$ cat config.mk
export PLATFORM = sky130hd
export DESIGN_NAME = tnoc_axi_read_outstanding_limiter_flat
export DESIGN_NICKNAME = d
export VERILOG_FILES = /design/src/rtl/tnoc_axi_read_outstanding_limiter.sv /design/src/flat_wrapper.sv
export SDC_FILE = /design/constraint.sdc
export NUM_CORES = 1
export LEC_CHECK = 0
export BUFFER_PORTS_ARGS = -buffer_cell sky130_fd_sc_hd__buf_4
export CAP_MARGIN = 20
export CORE_ASPECT_RATIO = 0.6
export CORE_UTILIZATION = 45
export CTS_CLUSTER_DIAMETER = 60
export DETAILED_ROUTE_END_ITERATION = 8
export GPL_ROUTABILITY_DRIVEN = 0
export PLACE_DENSITY = 0.73
export SYNTH_ARGS = -nofsm -noshare
export SYNTH_HDL_FRONTEND = slang
export SYNTH_SLANG_ARGS = --single-unit
$ cat constraint.sdc
create_clock -name clk -period 2.2 [get_ports clk]
set_clock_uncertainty 0.15 [all_clocks]
set_input_delay 0.44 -clock clk [delete_from_list [all_inputs] [get_ports clk]]
set_output_delay 0.44 -clock clk [all_outputs]
set_load 0.05 [all_outputs]
$ cat src/rtl/tnoc_axi_read_outstanding_limiter.sv
// AXI read outstanding limiter: 2-entry AR skid buffer, burst counter, R pass-through.
// Optional watchdog compiled in with TNOC_AXI_READ_TIMEOUT_EN.

package tnoc_axi_pkg;

    typedef struct packed {
        int unsigned id_width;
        int unsigned addr_width;
        int unsigned data_width;
    } tnoc_axi_config;

    localparam tnoc_axi_config TNOC_DEFAULT_CONFIG = '{
        id_width:   4,
        addr_width: 32,
        data_width: 32
    };

endpackage

interface tnoc_axi_read_if
    import tnoc_axi_pkg::*;
#(
    parameter tnoc_axi_config CONFIG = TNOC_DEFAULT_CONFIG
);
    localparam int IW = CONFIG.id_width;
    localparam int AW = CONFIG.addr_width;
    localparam int DW = CONFIG.data_width;

    logic          arvalid;
    logic          arready;
    logic [IW-1:0] arid;
    logic [AW-1:0] araddr;
    logic [7:0]    arlen;
    logic [2:0]    arsize;
    logic [1:0]    arburst;

    logic          rvalid;
    logic          rready;
    logic [IW-1:0] rid;
    logic [DW-1:0] rdata;
    logic [1:0]    rresp;
    logic          rlast;

    modport master (
        output arvalid, arid, araddr, arlen, arsize, arburst,
        input  arready,
        input  rvalid, rid, rdata, rresp, rlast,
        output rready
    );

    modport slave (
        input  arvalid, arid, araddr, arlen, arsize, arburst,
        output arready,
        output rvalid, rid, rdata, rresp, rlast,
        input  rready
    );

endinterface

module tnoc_axi_read_outstanding_limiter
    import tnoc_axi_pkg::*;
#(
    parameter tnoc_axi_config CONFIG          = TNOC_DEFAULT_CONFIG,
    parameter int             MAX_OUTSTANDING = 8,
    parameter int             TIMEOUT_CYCLES  = 1024,
    localparam int            CW = $clog2(MAX_OUTSTANDING + 1)
) (
    input  logic            clk,
    input  logic            rst_n,
    tnoc_axi_read_if.slave  axi_in_if,
    tnoc_axi_read_if.master axi_out_if,
    output logic [CW-1:0]   o_outstanding,
    output logic            o_busy,
    output logic            o_underflow
`ifdef TNOC_AXI_READ_TIMEOUT_EN
    ,
    output logic            o_timeout
`endif
);

    localparam int            IW      = CONFIG.id_width;
    localparam int            AW      = CONFIG.addr_width;
    localparam logic [CW-1:0] MAX_CNT = CW'(MAX_OUTSTANDING);

    typedef struct packed {
        logic [IW-1:0] id;
        logic [AW-1:0] addr;
        logic [7:0]    len;
        logic [2:0]    size;
        logic [1:0]    burst;
    } ar_t;

    ar_t           ent_q [2];
    ar_t           in_ar;
    ar_t           out_ar;
    logic          wr_ptr_q;
    logic          rd_ptr_q;
    logic [1:0]    fill_q;
    logic [1:0]    fill_d;
    logic          in_ready_q;
    logic [CW-1:0] cnt_q;
    logic [CW-1:0] cnt_d;
    logic          uf_q;
    logic          uf_d;
    logic          push;
    logic          pop;
    logic          out_valid;
    logic          last_hs;

    assign in_ar = '{
        id:    axi_in_if.arid,
        addr:  axi_in_if.araddr,
        len:   axi_in_if.arlen,
        size:  axi_in_if.arsize,
        burst: axi_in_if.arburst
    };

    assign push      = axi_in_if.arvalid && in_ready_q;
    assign out_valid = (fill_q != 2'd0) && (cnt_q < MAX_CNT);
    assign pop       = out_valid && axi_out_if.arready;
    assign last_hs   = axi_out_if.rvalid && axi_in_if.rready
                       && axi_out_if.rlast;

    // Next buffer occupancy from the input and output AR handshakes
    always_comb begin
        fill_d = fill_q;
        unique case ({push, pop})
            2'b10:   fill_d = fill_q + 2'd1;
            2'b01:   fill_d = fill_q - 2'd1;
            default: fill_d = fill_q;
        endcase
    end

    // Skid buffer storage, pointers and registered upstream ready
    always_ff @(posedge clk or negedge rst_n) begin
        if (!rst_n) begin
            ent_q[0]   <= '0;
            ent_q[1]   <= '0;
            wr_ptr_q   <= 1'b0;
            rd_ptr_q   <= 1'b0;
            fill_q     <= 2'd0;
            in_ready_q <= 1'b0;
        end else begin
            if (push) begin
                ent_q[wr_ptr_q] <= in_ar;
                wr_ptr_q        <= ~wr_ptr_q;
            end
            if (pop) begin
                rd_ptr_q <= ~rd_ptr_q;
            end
            fill_q     <= fill_d;
            in_ready_q <= (fill_d != 2'd2);
        end
    end

    assign out_ar = ent_q[rd_ptr_q];

    // In-flight count update; an unmatched last beat flags underflow
    always_comb begin
        cnt_d = cnt_q;
        uf_d  = 1'b0;
        unique case (1'b1)
            (pop && !last_hs): begin
                cnt_d = cnt_q + CW'(1);
            end
            (last_hs && !pop): begin
                if (cnt_q == '0) begin
                    uf_d = 1'b1;
                end else begin
                    cnt_d = cnt_q - CW'(1);
                end
            end
            default: begin
                cnt_d = cnt_q;
            end
        endcase
    end

    // Outstanding counter and underflow pulse registers
    always_ff @(posedge clk or negedge rst_n) begin
        if (!rst_n) begin
            cnt_q <= '0;
            uf_q  <= 1'b0;
        end else begin
            cnt_q <= cnt_d;
            uf_q  <= uf_d;
        end
    end

    assign axi_in_if.arready  = in_ready_q;
    assign axi_out_if.arvalid = out_valid;
    assign axi_out_if.arid    = out_ar.id;
    assign axi_out_if.araddr  = out_ar.addr;
    assign axi_out_if.arlen   = out_ar.len;
    assign axi_out_if.arsize  = out_ar.size;
    assign axi_out_if.arburst = out_ar.burst;

    assign axi_in_if.rvalid   = axi_out_if.rvalid;
    assign axi_in_if.rid      = axi_out_if.rid;
    assign axi_in_if.rdata    = axi_out_if.rdata;
    assign axi_in_if.rresp    = axi_out_if.rresp;
    assign axi_in_if.rlast    = axi_out_if.rlast;
    assign axi_out_if.rready  = axi_in_if.rready;

    assign o_outstanding = cnt_q;
    assign o_busy        = (cnt_q != '0) || (fill_q != 2'd0);
    assign o_underflow   = uf_q;

`ifdef TNOC_AXI_READ_TIMEOUT_EN
    localparam int            TW     = $clog2(TIMEOUT_CYCLES + 1);
    localparam logic [TW-1:0] TO_LIM = TW'(TIMEOUT_CYCLES);

    logic [TW-1:0] wd_q;
    logic [TW-1:0] wd_d;
    logic          to_q;
    logic          r_hs;

    assign r_hs = axi_out_if.rvalid && axi_in_if.rready;

    // Watchdog counts idle cycles with bursts pending, saturating at the limit
    always_comb begin
        wd_d = wd_q;
        if ((cnt_q == '0) || r_hs) begin
            wd_d = '0;
        end else if (wd_q != TO_LIM) begin
            wd_d = wd_q + TW'(1);
        end
    end

    // Watchdog counter and sticky timeout flag
    always_ff @(posedge clk or negedge rst_n) begin
        if (!rst_n) begin
            wd_q <= '0;
            to_q <= 1'b0;
        end else begin
            wd_q <= wd_d;
            if (wd_d == TO_LIM) begin
                to_q <= 1'b1;
            end
        end
    end

    assign o_timeout = to_q;
`endif

endmodule

$ cat src/flat_wrapper.sv
// flat-port wrapper written by rule: the top's interface ports become plain ports
module tnoc_axi_read_outstanding_limiter_flat import tnoc_axi_pkg::*;
#(
    parameter tnoc_axi_config CONFIG          = TNOC_DEFAULT_CONFIG,
    parameter int             MAX_OUTSTANDING = 8,
    parameter int             TIMEOUT_CYCLES  = 1024,
    localparam int            CW = $clog2(MAX_OUTSTANDING + 1)
)
  (clk, rst_n, o_outstanding, o_busy, o_underflow, axi_in_if_arvalid, axi_in_if_arid, axi_in_if_araddr, axi_in_if_arlen, axi_in_if_arsize, axi_in_if_arburst, axi_in_if_arready, axi_in_if_rvalid, axi_in_if_rid, axi_in_if_rdata, axi_in_if_rresp, axi_in_if_rlast, axi_in_if_rready, axi_out_if_arvalid, axi_out_if_arid, axi_out_if_araddr, axi_out_if_arlen, axi_out_if_arsize, axi_out_if_arburst, axi_out_if_arready, axi_out_if_rvalid, axi_out_if_rid, axi_out_if_rdata, axi_out_if_rresp, axi_out_if_rlast, axi_out_if_rready);
  tnoc_axi_read_if #(.CONFIG(CONFIG)) axi_in_if_i ();
  tnoc_axi_read_if #(.CONFIG(CONFIG)) axi_out_if_i ();
  input  logic clk;
  input  logic rst_n;
  output logic [CW-1:0] o_outstanding;
  output logic o_busy;
  output logic o_underflow;
  input wire logic [$bits(axi_in_if_i.arvalid)-1:0] axi_in_if_arvalid;
  input wire logic [$bits(axi_in_if_i.arid)-1:0] axi_in_if_arid;
  input wire logic [$bits(axi_in_if_i.araddr)-1:0] axi_in_if_araddr;
  input wire logic [$bits(axi_in_if_i.arlen)-1:0] axi_in_if_arlen;
  input wire logic [$bits(axi_in_if_i.arsize)-1:0] axi_in_if_arsize;
  input wire logic [$bits(axi_in_if_i.arburst)-1:0] axi_in_if_arburst;
  output wire logic [$bits(axi_in_if_i.arready)-1:0] axi_in_if_arready;
  output wire logic [$bits(axi_in_if_i.rvalid)-1:0] axi_in_if_rvalid;
  output wire logic [$bits(axi_in_if_i.rid)-1:0] axi_in_if_rid;
  output wire logic [$bits(axi_in_if_i.rdata)-1:0] axi_in_if_rdata;
  output wire logic [$bits(axi_in_if_i.rresp)-1:0] axi_in_if_rresp;
  output wire logic [$bits(axi_in_if_i.rlast)-1:0] axi_in_if_rlast;
  input wire logic [$bits(axi_in_if_i.rready)-1:0] axi_in_if_rready;
  output wire logic [$bits(axi_out_if_i.arvalid)-1:0] axi_out_if_arvalid;
  output wire logic [$bits(axi_out_if_i.arid)-1:0] axi_out_if_arid;
  output wire logic [$bits(axi_out_if_i.araddr)-1:0] axi_out_if_araddr;
  output wire logic [$bits(axi_out_if_i.arlen)-1:0] axi_out_if_arlen;
  output wire logic [$bits(axi_out_if_i.arsize)-1:0] axi_out_if_arsize;
  output wire logic [$bits(axi_out_if_i.arburst)-1:0] axi_out_if_arburst;
  input wire logic [$bits(axi_out_if_i.arready)-1:0] axi_out_if_arready;
  input wire logic [$bits(axi_out_if_i.rvalid)-1:0] axi_out_if_rvalid;
  input wire logic [$bits(axi_out_if_i.rid)-1:0] axi_out_if_rid;
  input wire logic [$bits(axi_out_if_i.rdata)-1:0] axi_out_if_rdata;
  input wire logic [$bits(axi_out_if_i.rresp)-1:0] axi_out_if_rresp;
  input wire logic [$bits(axi_out_if_i.rlast)-1:0] axi_out_if_rlast;
  output wire logic [$bits(axi_out_if_i.rready)-1:0] axi_out_if_rready;
  assign axi_in_if_i.arvalid = axi_in_if_arvalid;
  assign axi_in_if_i.arid = axi_in_if_arid;
  assign axi_in_if_i.araddr = axi_in_if_araddr;
  assign axi_in_if_i.arlen = axi_in_if_arlen;
  assign axi_in_if_i.arsize = axi_in_if_arsize;
  assign axi_in_if_i.arburst = axi_in_if_arburst;
  assign axi_in_if_arready = axi_in_if_i.arready;
  assign axi_in_if_rvalid = axi_in_if_i.rvalid;
  assign axi_in_if_rid = axi_in_if_i.rid;
  assign axi_in_if_rdata = axi_in_if_i.rdata;
  assign axi_in_if_rresp = axi_in_if_i.rresp;
  assign axi_in_if_rlast = axi_in_if_i.rlast;
  assign axi_in_if_i.rready = axi_in_if_rready;
  assign axi_out_if_arvalid = axi_out_if_i.arvalid;
  assign axi_out_if_arid = axi_out_if_i.arid;
  assign axi_out_if_araddr = axi_out_if_i.araddr;
  assign axi_out_if_arlen = axi_out_if_i.arlen;
  assign axi_out_if_arsize = axi_out_if_i.arsize;
  assign axi_out_if_arburst = axi_out_if_i.arburst;
  assign axi_out_if_i.arready = axi_out_if_arready;
  assign axi_out_if_i.rvalid = axi_out_if_rvalid;
  assign axi_out_if_i.rid = axi_out_if_rid;
  assign axi_out_if_i.rdata = axi_out_if_rdata;
  assign axi_out_if_i.rresp = axi_out_if_rresp;
  assign axi_out_if_i.rlast = axi_out_if_rlast;
  assign axi_out_if_rready = axi_out_if_i.rready;
  tnoc_axi_read_outstanding_limiter #(.CONFIG(CONFIG), .MAX_OUTSTANDING(MAX_OUTSTANDING), .TIMEOUT_CYCLES(TIMEOUT_CYCLES)) u_core (.clk(clk), .rst_n(rst_n), .axi_in_if(axi_in_if_i), .axi_out_if(axi_out_if_i), .o_outstanding(o_outstanding), .o_busy(o_busy), .o_underflow(o_underflow));
endmodule
; ---- After elaboration in Yosys (flattened, before gate mapping)
; Cells that the tools add are included.
[op_classes]
mux = 11
magnitude_cmp = 4
add_sub_neg = 4
reduce_logical = 16
bitwise = 4
n_eq_ne = 4
[ops]
columns = op, n
row1 = $mux W49, 4
row2 = $bwmux W98, 1
row3 = $demux W49 S1, 1
row4 = $logic_and A1 B1 Y1, 8
row5 = $pmux W4 S2, 1
row6 = $add A4 B1 Y4 const B, 1
row7 = $ge A2 B2 Y1 const B, 2
row8 = $logic_not A4 Y1, 1
row9 = $lt A4 B4 Y1 const B, 1
row10 = $mux W4, 1
row11 = $ne A2 B2 Y1 const B, 2
row12 = $not A1 Y2, 2
row13 = $pmux W2 S2, 1
row14 = $reduce_bool A2 Y1, 2
row15 = $reduce_bool A4 Y1, 1
row16 = $sub A4 B1 Y4 const B, 1
row17 = $add A2 B1 Y2 const B, 1
row18 = $eq A2 B1 Y1 const B, 1
row19 = $eq A2 B2 Y1 const B, 1
row20 = $logic_not A1 Y1, 2
row21 = $lt A2 B1 Y1 const B, 1
row22 = $mux W1, 2
row23 = $not A1 Y1, 2
row24 = $reduce_and A2 Y1, 1
row25 = other kinds (2), 2
[word_totals]
output_inout_bits = 98
in_bits = 94
register_bits = 108
wordCells = 59

; ---- Depth between registers and ports, before layout
; Gate-level depths: netlist of run 1.
[logic_depth]
ltp_word = 7
ltp_mapped = 8
depth_no_buf = 8

; ---- Worst setup path after synthesis of run 1
; No wires, ideal clock.
[synth_timing]
kind = flip-flop to flip-flop
startpoint = register u_core.cnt_q[3] (netlist: u_core.o_outstanding[3])
endpoint = register u_core.cnt_q[2] (netlist: u_core.o_outstanding[2])
t_arrival_ps = 2050
n_path_buf = 0
setup_ps = 144
setup_slack_ps = -144
required_ps = 1906
synth_period_minus_slack_ps = 2344
path_stages_with_launch = 9
cell_sequence = dfrtp_1 > o21ba_2 > nand2_1 > nand2b_1 > xnor2_1 > ha_1 > nor2_1 > a32oi_1 > xnor2_1
[synth_between]
elab_chain_len = 7
elab_cells_between_ends = 11
cone_classes = order compare: 1 / eq/ne: 1 / mux: 1 / reduce/logical: 8
[synth_lines]
columns = element, line_no
row1 = start: declaration, tnoc_axi_read_outstanding_limiter.sv:101  ; logic [CW-1:0] cnt_q;
row2 = start signal: assignment, tnoc_axi_read_outstanding_limiter.sv:185  ; cnt_q <= cnt_d;
row3 = $lt A4 B4 Y1 (*), tnoc_axi_read_outstanding_limiter.sv:119  ; assign out_valid = (fill_q != 2'd0) && (cnt_q < MAX_CNT);
row4 = $logic_and A1 B1 Y1 (*), tnoc_axi_read_outstanding_limiter.sv:119
row5 = via axi_out_if_arvalid, flat_wrapper.sv:30  ; output wire logic [$bits(axi_out_if_i.arvalid)-1:0] axi_out_if_arvalid;
row6 = $logic_and A1 B1 Y1 (*), tnoc_axi_read_outstanding_limiter.sv:120  ; assign pop = out_valid && axi_out_if.arready;
row7 = $logic_not A1 Y1, tnoc_axi_read_outstanding_limiter.sv:166  ; (last_hs && !pop): begin
row8 = $logic_and A1 B1 Y1, tnoc_axi_read_outstanding_limiter.sv:166
row9 = $ne A2 B2 Y1 (no source line) or $reduce_bool A2 Y1 (tied branches), --
row10 = $reduce_and A2 Y1 (no source line), --
; The timed path passes the listed nets; every way through them passes the cells marked *.
; A chain may end at the register's enable or synchronous reset.

; ---- Final worst setup path of run 1
[layout_timing]
startpoint = register u_core.rd_ptr_q
endpoint = output axi_out_if_araddr[25]
[layout_between]
elab_chain_len = 4
[layout_lines]
columns = element, line_no
row1 = start: declaration, tnoc_axi_read_outstanding_limiter.sv:97  ; logic rd_ptr_q;
row2 = start signal: assignment, tnoc_axi_read_outstanding_limiter.sv:149  ; rd_ptr_q <= ~rd_ptr_q;
row3 = $not A1 Y2 (implied by the code), tnoc_axi_read_outstanding_limiter.sv:156  ; assign out_ar = ent_q[rd_ptr_q];
row4 = $mux W49 (implied by the code) (3 in series), tnoc_axi_read_outstanding_limiter.sv:156
row5 = end: declaration, flat_wrapper.sv:32  ; output wire logic [$bits(axi_out_if_i.araddr)-1:0] axi_out_if_araddr;
; Every way passes these cells. The select of a mux whose other input is x is not followed.

==> results of run 1 <==
## state kept, by name, indices dropped and copies added (netlist names)
signal                    flops
u_core.axi_in_if.arready      1
u_core.ent_q                 98
u_core.fill_q                 2
u_core.o_outstanding          4
u_core.o_underflow            1
u_core.rd_ptr_q               1
u_core.wr_ptr_q               1
## final timing paths
kind,to,slack [ps],cells after the start
setup / recovery,axi_out_if_araddr[25],70,3
hold / removal,u_core.ent_q[89],180,2
setup reg to reg,u_core.o_outstanding[2],180,8
hold reg to reg,u_core.ent_q[30],350,1
max in group asynchronous,u_core.o_outstanding[3],870,3
min in group asynchronous,u_core.ent_q[23],450,2
## cells by family (layout without fill, tap and decap cells)
| kind of cell | count (synthesis) | count (layout) |
|---|---|---|
| multiplexers | 148 | 148 |
| flip-flops | 108 | 108 |
| buffers and inverters | 59 | 141 |
| AND/OR/NAND/NOR | 19 | 19 |
| XOR/XNOR | 7 | 7 |
| AO/OA/AOI/OAI | 4 | 4 |
| adder cells (fa/ha/maj) | 2 | 2 |
## stage by stage
stage | util (%) | setup WS [ps] | hold WS, ps
floorplan | - | 91.3 | -5.59
global placement | 52.7 | 335 | 271
detailed placement | 52.7 | 194 | 273
CTS | 55.5 | 55.7 | 169
global route | 55.5 | 10.9 | 164
finish | 55.5 | 74.2 | 185
## cell usage in the layout (no fill, tap or decap), types with 2 or more instances in the layout
cell and instances:
clkbuf_8 2, xnor2_1 6, clkbuf_16 9, nand2_1 5
buf_12 4, ha_1 2, inv_6 2, dfrtp_1 106
nor2_1 4, buf_4 118, nand2b_1 2, mux2_2 99
dfrtp_2 2, mux2_4 49
## what timing repair did
| action | in CTS | in global routing |
|---|---|---|
| endpoints found under the hold margin | 31 | 0 |
| setup endpoints to repair | 1 | 0 |
| hold buffers | 1 | 0 |
| resized for setup | 1 | 0 |
## critical path: cells and delay by family (launching register included)
family	cells	cell delay [ps]
mux	1	370
buf+inv	2	420
flops	1	390
## metal layers
| layer | vias up | GRT usage [%] | part of all wire, % | wire length [um] |
|---|---|---|---|---|
| met5 | - | 0 | 0 | 0 |
| met4 | 0 | 4.79 | 0.88 | 86 |
| met3 | 10 | 7.48 | 8.0 | 779 |
| met2 | 91 | 26.4 | 46 | 4490 |
| met1 | 1460 | 21.7 | 45 | 4380 |
| li1 | 1326 | - | - | - |
## area by class of cell
| type | count | area (um^2) |
|---|---|---|
| clock buffers | 12 | 256 |
| clock inverters | 4 | 55.1 |
| fillers | 921 | 5040 |
| inverters | 1 | 3.75 |
| multi-input cells | 180 | 2090 |
| flip-flops and latches | 108 | 2710 |
| well taps | 160 | 200 |
| repair buffers | 124 | 987 |
==> key figures, run 1 <==
Status
  – Run status: complete, no violations

Routing
  – Post-route ant nets: 0
  – DRC Markers: 0
  – Vias per cell: 4.90
  – Vias after detailed routing: 2887
  – First-pass iteration count of the detailed router: 4
  – First DRT Iteration DRCs: 100
  – DR WL/cell: 16.5 um
  – Wirelength, routed: 9730 um

Critical path
  – Worst R2R Start: u_core.fill_q[0]
  – Crit path DAT: 1540 ps
  – Critical path class: flop to output pin
  – CP Cell Sequence: buf_12, mux2_2, buf_4
  – Critical Path RT: 1610 ps
  – CP max FO: 32
  – Crit path from: u_core.rd_ptr_q
  – Startpoint Class: flop
  – Slowest stage delay, CP: 390 ps
  – CP endpoint kind: output pin
  – CP max stage cell: dfrtp_2

Timing
  – Max-slew violation count: 0
  – RSZ-0062 raised after global routing: no
  – Tmin final: 2130 ps
  – FMAX: 470 MHz
  – Setup_tns: 0 ps
  – Final Hold Viols: 0
  – Final period util: 96.6%
  – Final setup fails: 0
  – Max-slew headroom: 69.2%
  – Slew @ Worst Pin: 461 ps

Synthesis
  – Synth top area share: 51.4%
  – Post-Synth Adder-Cell Area: 0.476%
  – Most frequent cell after synthesis: dfrtp_1
  – Mapped Nets: 443
  – Most common flop cell mapped by yosys: dfrtp_1
  – Leading area contributor after synthesis: dfrtp_1
  – Largest family of logic cells by synthesized area: multiplexers
  – Top cells by area, synth: dfrtp_1 (51%), mux2_2 (21%), mux2_4 (14%)
  – Syn Area/Cell: 15.1 um^2
  – Number of flops mapped to enable cells by yosys: 0
  – Post-synth ARST share: 100%
  – Register area share after synthesis: 51.4%
  – Yosys synthesis warning count: 0
  – Synth Area in XOR/XNOR: 1.17%
  – Mapped Area: 0.00526 mm^2
  – Post-synthesis mux area share: 35.2%
  – Simple-gate share of the synthesized area: 1.90%
  – Synth Area in Compound Gates: 0.690%
  – #FFs+latches synth: 108
  – Netlist cell types: 26
  – Post-Syn Instances: 347
  – Synth top cells by count: dfrtp_1 (108), mux2_2 (99), mux2_4 (49)

Cells and area
  – Antenna diodes: 0
  – Area delta synth->final: 19.8%
  – Design area: 0.00629 mm^2
  – Post-Layout Cell Count: 589
  – Layout Nets: 520
  – Layout cells sized above 1: 68.5%

Floorplanning
  – Die height: 85.7 um
  – Initial Utilization: 46.4%
  – # rows: 30
  – Die area: 0.0121 mm^2
  – Core Area: 0.0113 mm^2
  – I/O Pins: 192
  – Die width: 142 um

Clocking
  – H-tree depth: 3
  – Num CTS Buffers: 9
  – # Post-CTS Setup Buffers: 0
  – CTS tree: yes
  – Clock Sinks: 108
  – CTS clk-pin slew, worst paths: 70 ps
  – CTS Root Buffer Type: clkbuf_16
  – Clk_lat worst skew: 340 ps
  – Clock tree buffer depth: 2

GRT
  – Grt total ovfl: 0
  – First-pass GRT wire length: 15700 um
  – Number of global-route vias before repair: 3113
  – Largest net degree at the start of global routing: 50
  – Global-route usage over all layers: 17.0%
  – Initial antenna violation count: 0

Min path
  – Hold Startpoint: axi_in_if_araddr[27]
  – Hold WC Path Type: input port to flop

Placement
  – DP HPWL: 6610 um
  – Placed cell count: 572
  – PortBufs: 115
  – Placed Area: 0.00597 mm^2

Run
  – Max Cap Viol: 0
Power of run 1 is not shown: default switching activity piles up to over one toggle a cycle in this logic, so the estimate is an artifact.
==> run 2, diff against run 1 <==
--- a/config.mk
+++ b/config.mk
@@ -9,10 +9,12 @@
 export CAP_MARGIN = 20
 export CORE_ASPECT_RATIO = 0.6
 export CORE_UTILIZATION = 45
+export CTS_BUF_LIST = sky130_fd_sc_hd__clkbuf_16
 export CTS_CLUSTER_DIAMETER = 60
 export DETAILED_ROUTE_END_ITERATION = 8
 export GPL_ROUTABILITY_DRIVEN = 0
 export PLACE_DENSITY = 0.73
+export SLEW_MARGIN = 0
 export SYNTH_ARGS = -nofsm -noshare
 export SYNTH_HDL_FRONTEND = slang
 export SYNTH_SLANG_ARGS = --single-unit
==> key figures, run 2 (synthesized netlist as in run 1, its figures left out) <==
Critical path
  – Critical Path RT: 1610 ps
  – CP max FO: 32
  – Slowest stage delay, CP: 390 ps
  – CP max stage cell: dfrtp_2
  – Critical path class: flop to output pin
  – Crit path DAT: 1530 ps
  – Startpoint Class: flop
  – R2R depth: 8
  – CP endpoint kind: output pin
  – CP Cell Sequence: buf_12, mux2_2, buf_4

GRT
  – Initial antenna violation count: 0
  – First-pass GRT wire length: 15700 um
  – Largest net degree at the start of global routing: 50
  – Global-route usage over all layers: 16.9%
  – Number of global-route vias before repair: 3101
  – Grt total ovfl: 0

Routing
  – DRC Markers: 0
  – Vias after detailed routing: 2869
  – Wirelength, routed: 9740 um
  – First DRT Iteration DRCs: 106
  – DR WL/cell: 16.5 um
  – First-pass iteration count of the detailed router: 4
  – Post-route ant nets: 0
  – Vias per cell: 4.87

Clocking
  – CTS clk-pin slew, worst paths: 70 ps
  – CTS tree: yes
  – Clk_lat worst skew: 330 ps
  – H-tree depth: 3
  – # Post-CTS Setup Buffers: 0
  – Num CTS Buffers: 9
  – Clock tree buffer depth: 2
  – CTS Root Buffer Type: clkbuf_16
  – Clock Sinks: 108

Timing
  – Final Hold Viols: 0
  – Tmin final: 2120 ps
  – Final setup fails: 0
  – FMAX: 471 MHz
  – Slew @ Worst Pin: 460 ps
  – Max-slew headroom: 69.3%
  – Final period util: 96.4%
  – Setup_tns: 0 ps
  – Min Hold Slack: 188 ps
  – Max-slew violation count: 0
  – RSZ-0062 raised after global routing: no

Min path
  – Hold WC Path Type: input port to flop
  – Worst Hold Depth: 2

Placement
  – DP HPWL: 6610 um
  – PortBufs: 115
  – Placed cell count: 572

Cells and area
  – Area delta synth->final: 19.4%
  – Layout Nets: 520
  – Area occupied by multi-input gates: 0.00209 mm^2
  – Commonest non-fill, non-tap cells in the layout: buf_4 (118), dfrtp_1 (106), mux2_2 (99), mux2_4 (49), clkbuf_16 (9)
  – Filler instances: 922
  – Sequential cell area: 0.00271 mm^2
  – Commonest non-fill, non-tap cell in the layout: buf_4
  – Antenna diodes: 0
  – Largest register FFs: 98
  – Layout cells sized above 1: 68.1%
  – Post-Layout Cell Count: 589
  – Biggest register: u_core.ent_q

Floorplanning
  – Die area: 0.0121 mm^2
  – Initial Utilization: 46.4%
  – Die height: 85.7 um
  – # rows: 30
  – Die width: 142 um
  – Core Area: 0.0113 mm^2
  – I/O Pins: 192

Status
  – Run status: complete, no violations

Run
  – Max Cap Viol: 0
## run 2: cell count changes in the layout (fill, tap and decap cells not counted), sizes merged
| cell | before | now |
|---|---|---|
| inv | 3 | 4 |
| clkbuf | 12 | 9 |
| clkinv | 0 | 2 |
## run 2: final timing paths
kind                                startpoint                      end  slack (ps)
min reg2reg                   u_core.ent_q[30]         u_core.ent_q[30]         350
max                            u_core.rd_ptr_q    axi_out_if_araddr[25]          80
min                        axi_in_if_araddr[2]         u_core.ent_q[64]         190
max reg2reg                   u_core.fill_q[0]  u_core.o_outstanding[2]         180
max in group asynchronous                rst_n  u_core.o_outstanding[3]         870
min in group asynchronous                rst_n         u_core.ent_q[25]         450
## run 2: per-layer routing
layer	part of all wire, %	vias up	track usage [%]
li1	-	1325	-
met5	0	-	0
met4	0.70	0	3.91
met1	46	1448	22.0
met2	46	88	26.1
met3	8.1	8	7.48
## run 2: final cells by class
cell class | instances | area share, %
timing repair buffer | 124 | 15.7
multi-input combinational | 180 | 33.3
inverter | 1 | 0.0598
sequential | 108 | 43.1
clock inverter | 7 | 1.06
tap | 160 | 3.19
clock buffer | 9 | 3.59
## run 2: critical path, delay by kind of cell (launching register included)
family	cells	cell delay, ps
multiplexers	1	370
buffers and inverters	2	420
flip-flops	1	390
## run 2: timing repair
item | in CTS | in global routing
hold endpoints to repair | 31 | 0
hold buffers | 1 | 0
endpoints found under the setup margin | 0 | 18
resized for setup | 0 | 1
## run 2: stage by stage
stage	util (%)	setup WS [ps]	instance area [um^2]
floorplan	-	91.3	5260
global placement	52.7	335	5970
detailed placement	52.7	194	5970
CTS	55.3	3.61	6270
global route	55.4	14.2	6270
finish	55.4	78.4	6270
Power of run 2 is left out for the same reason.
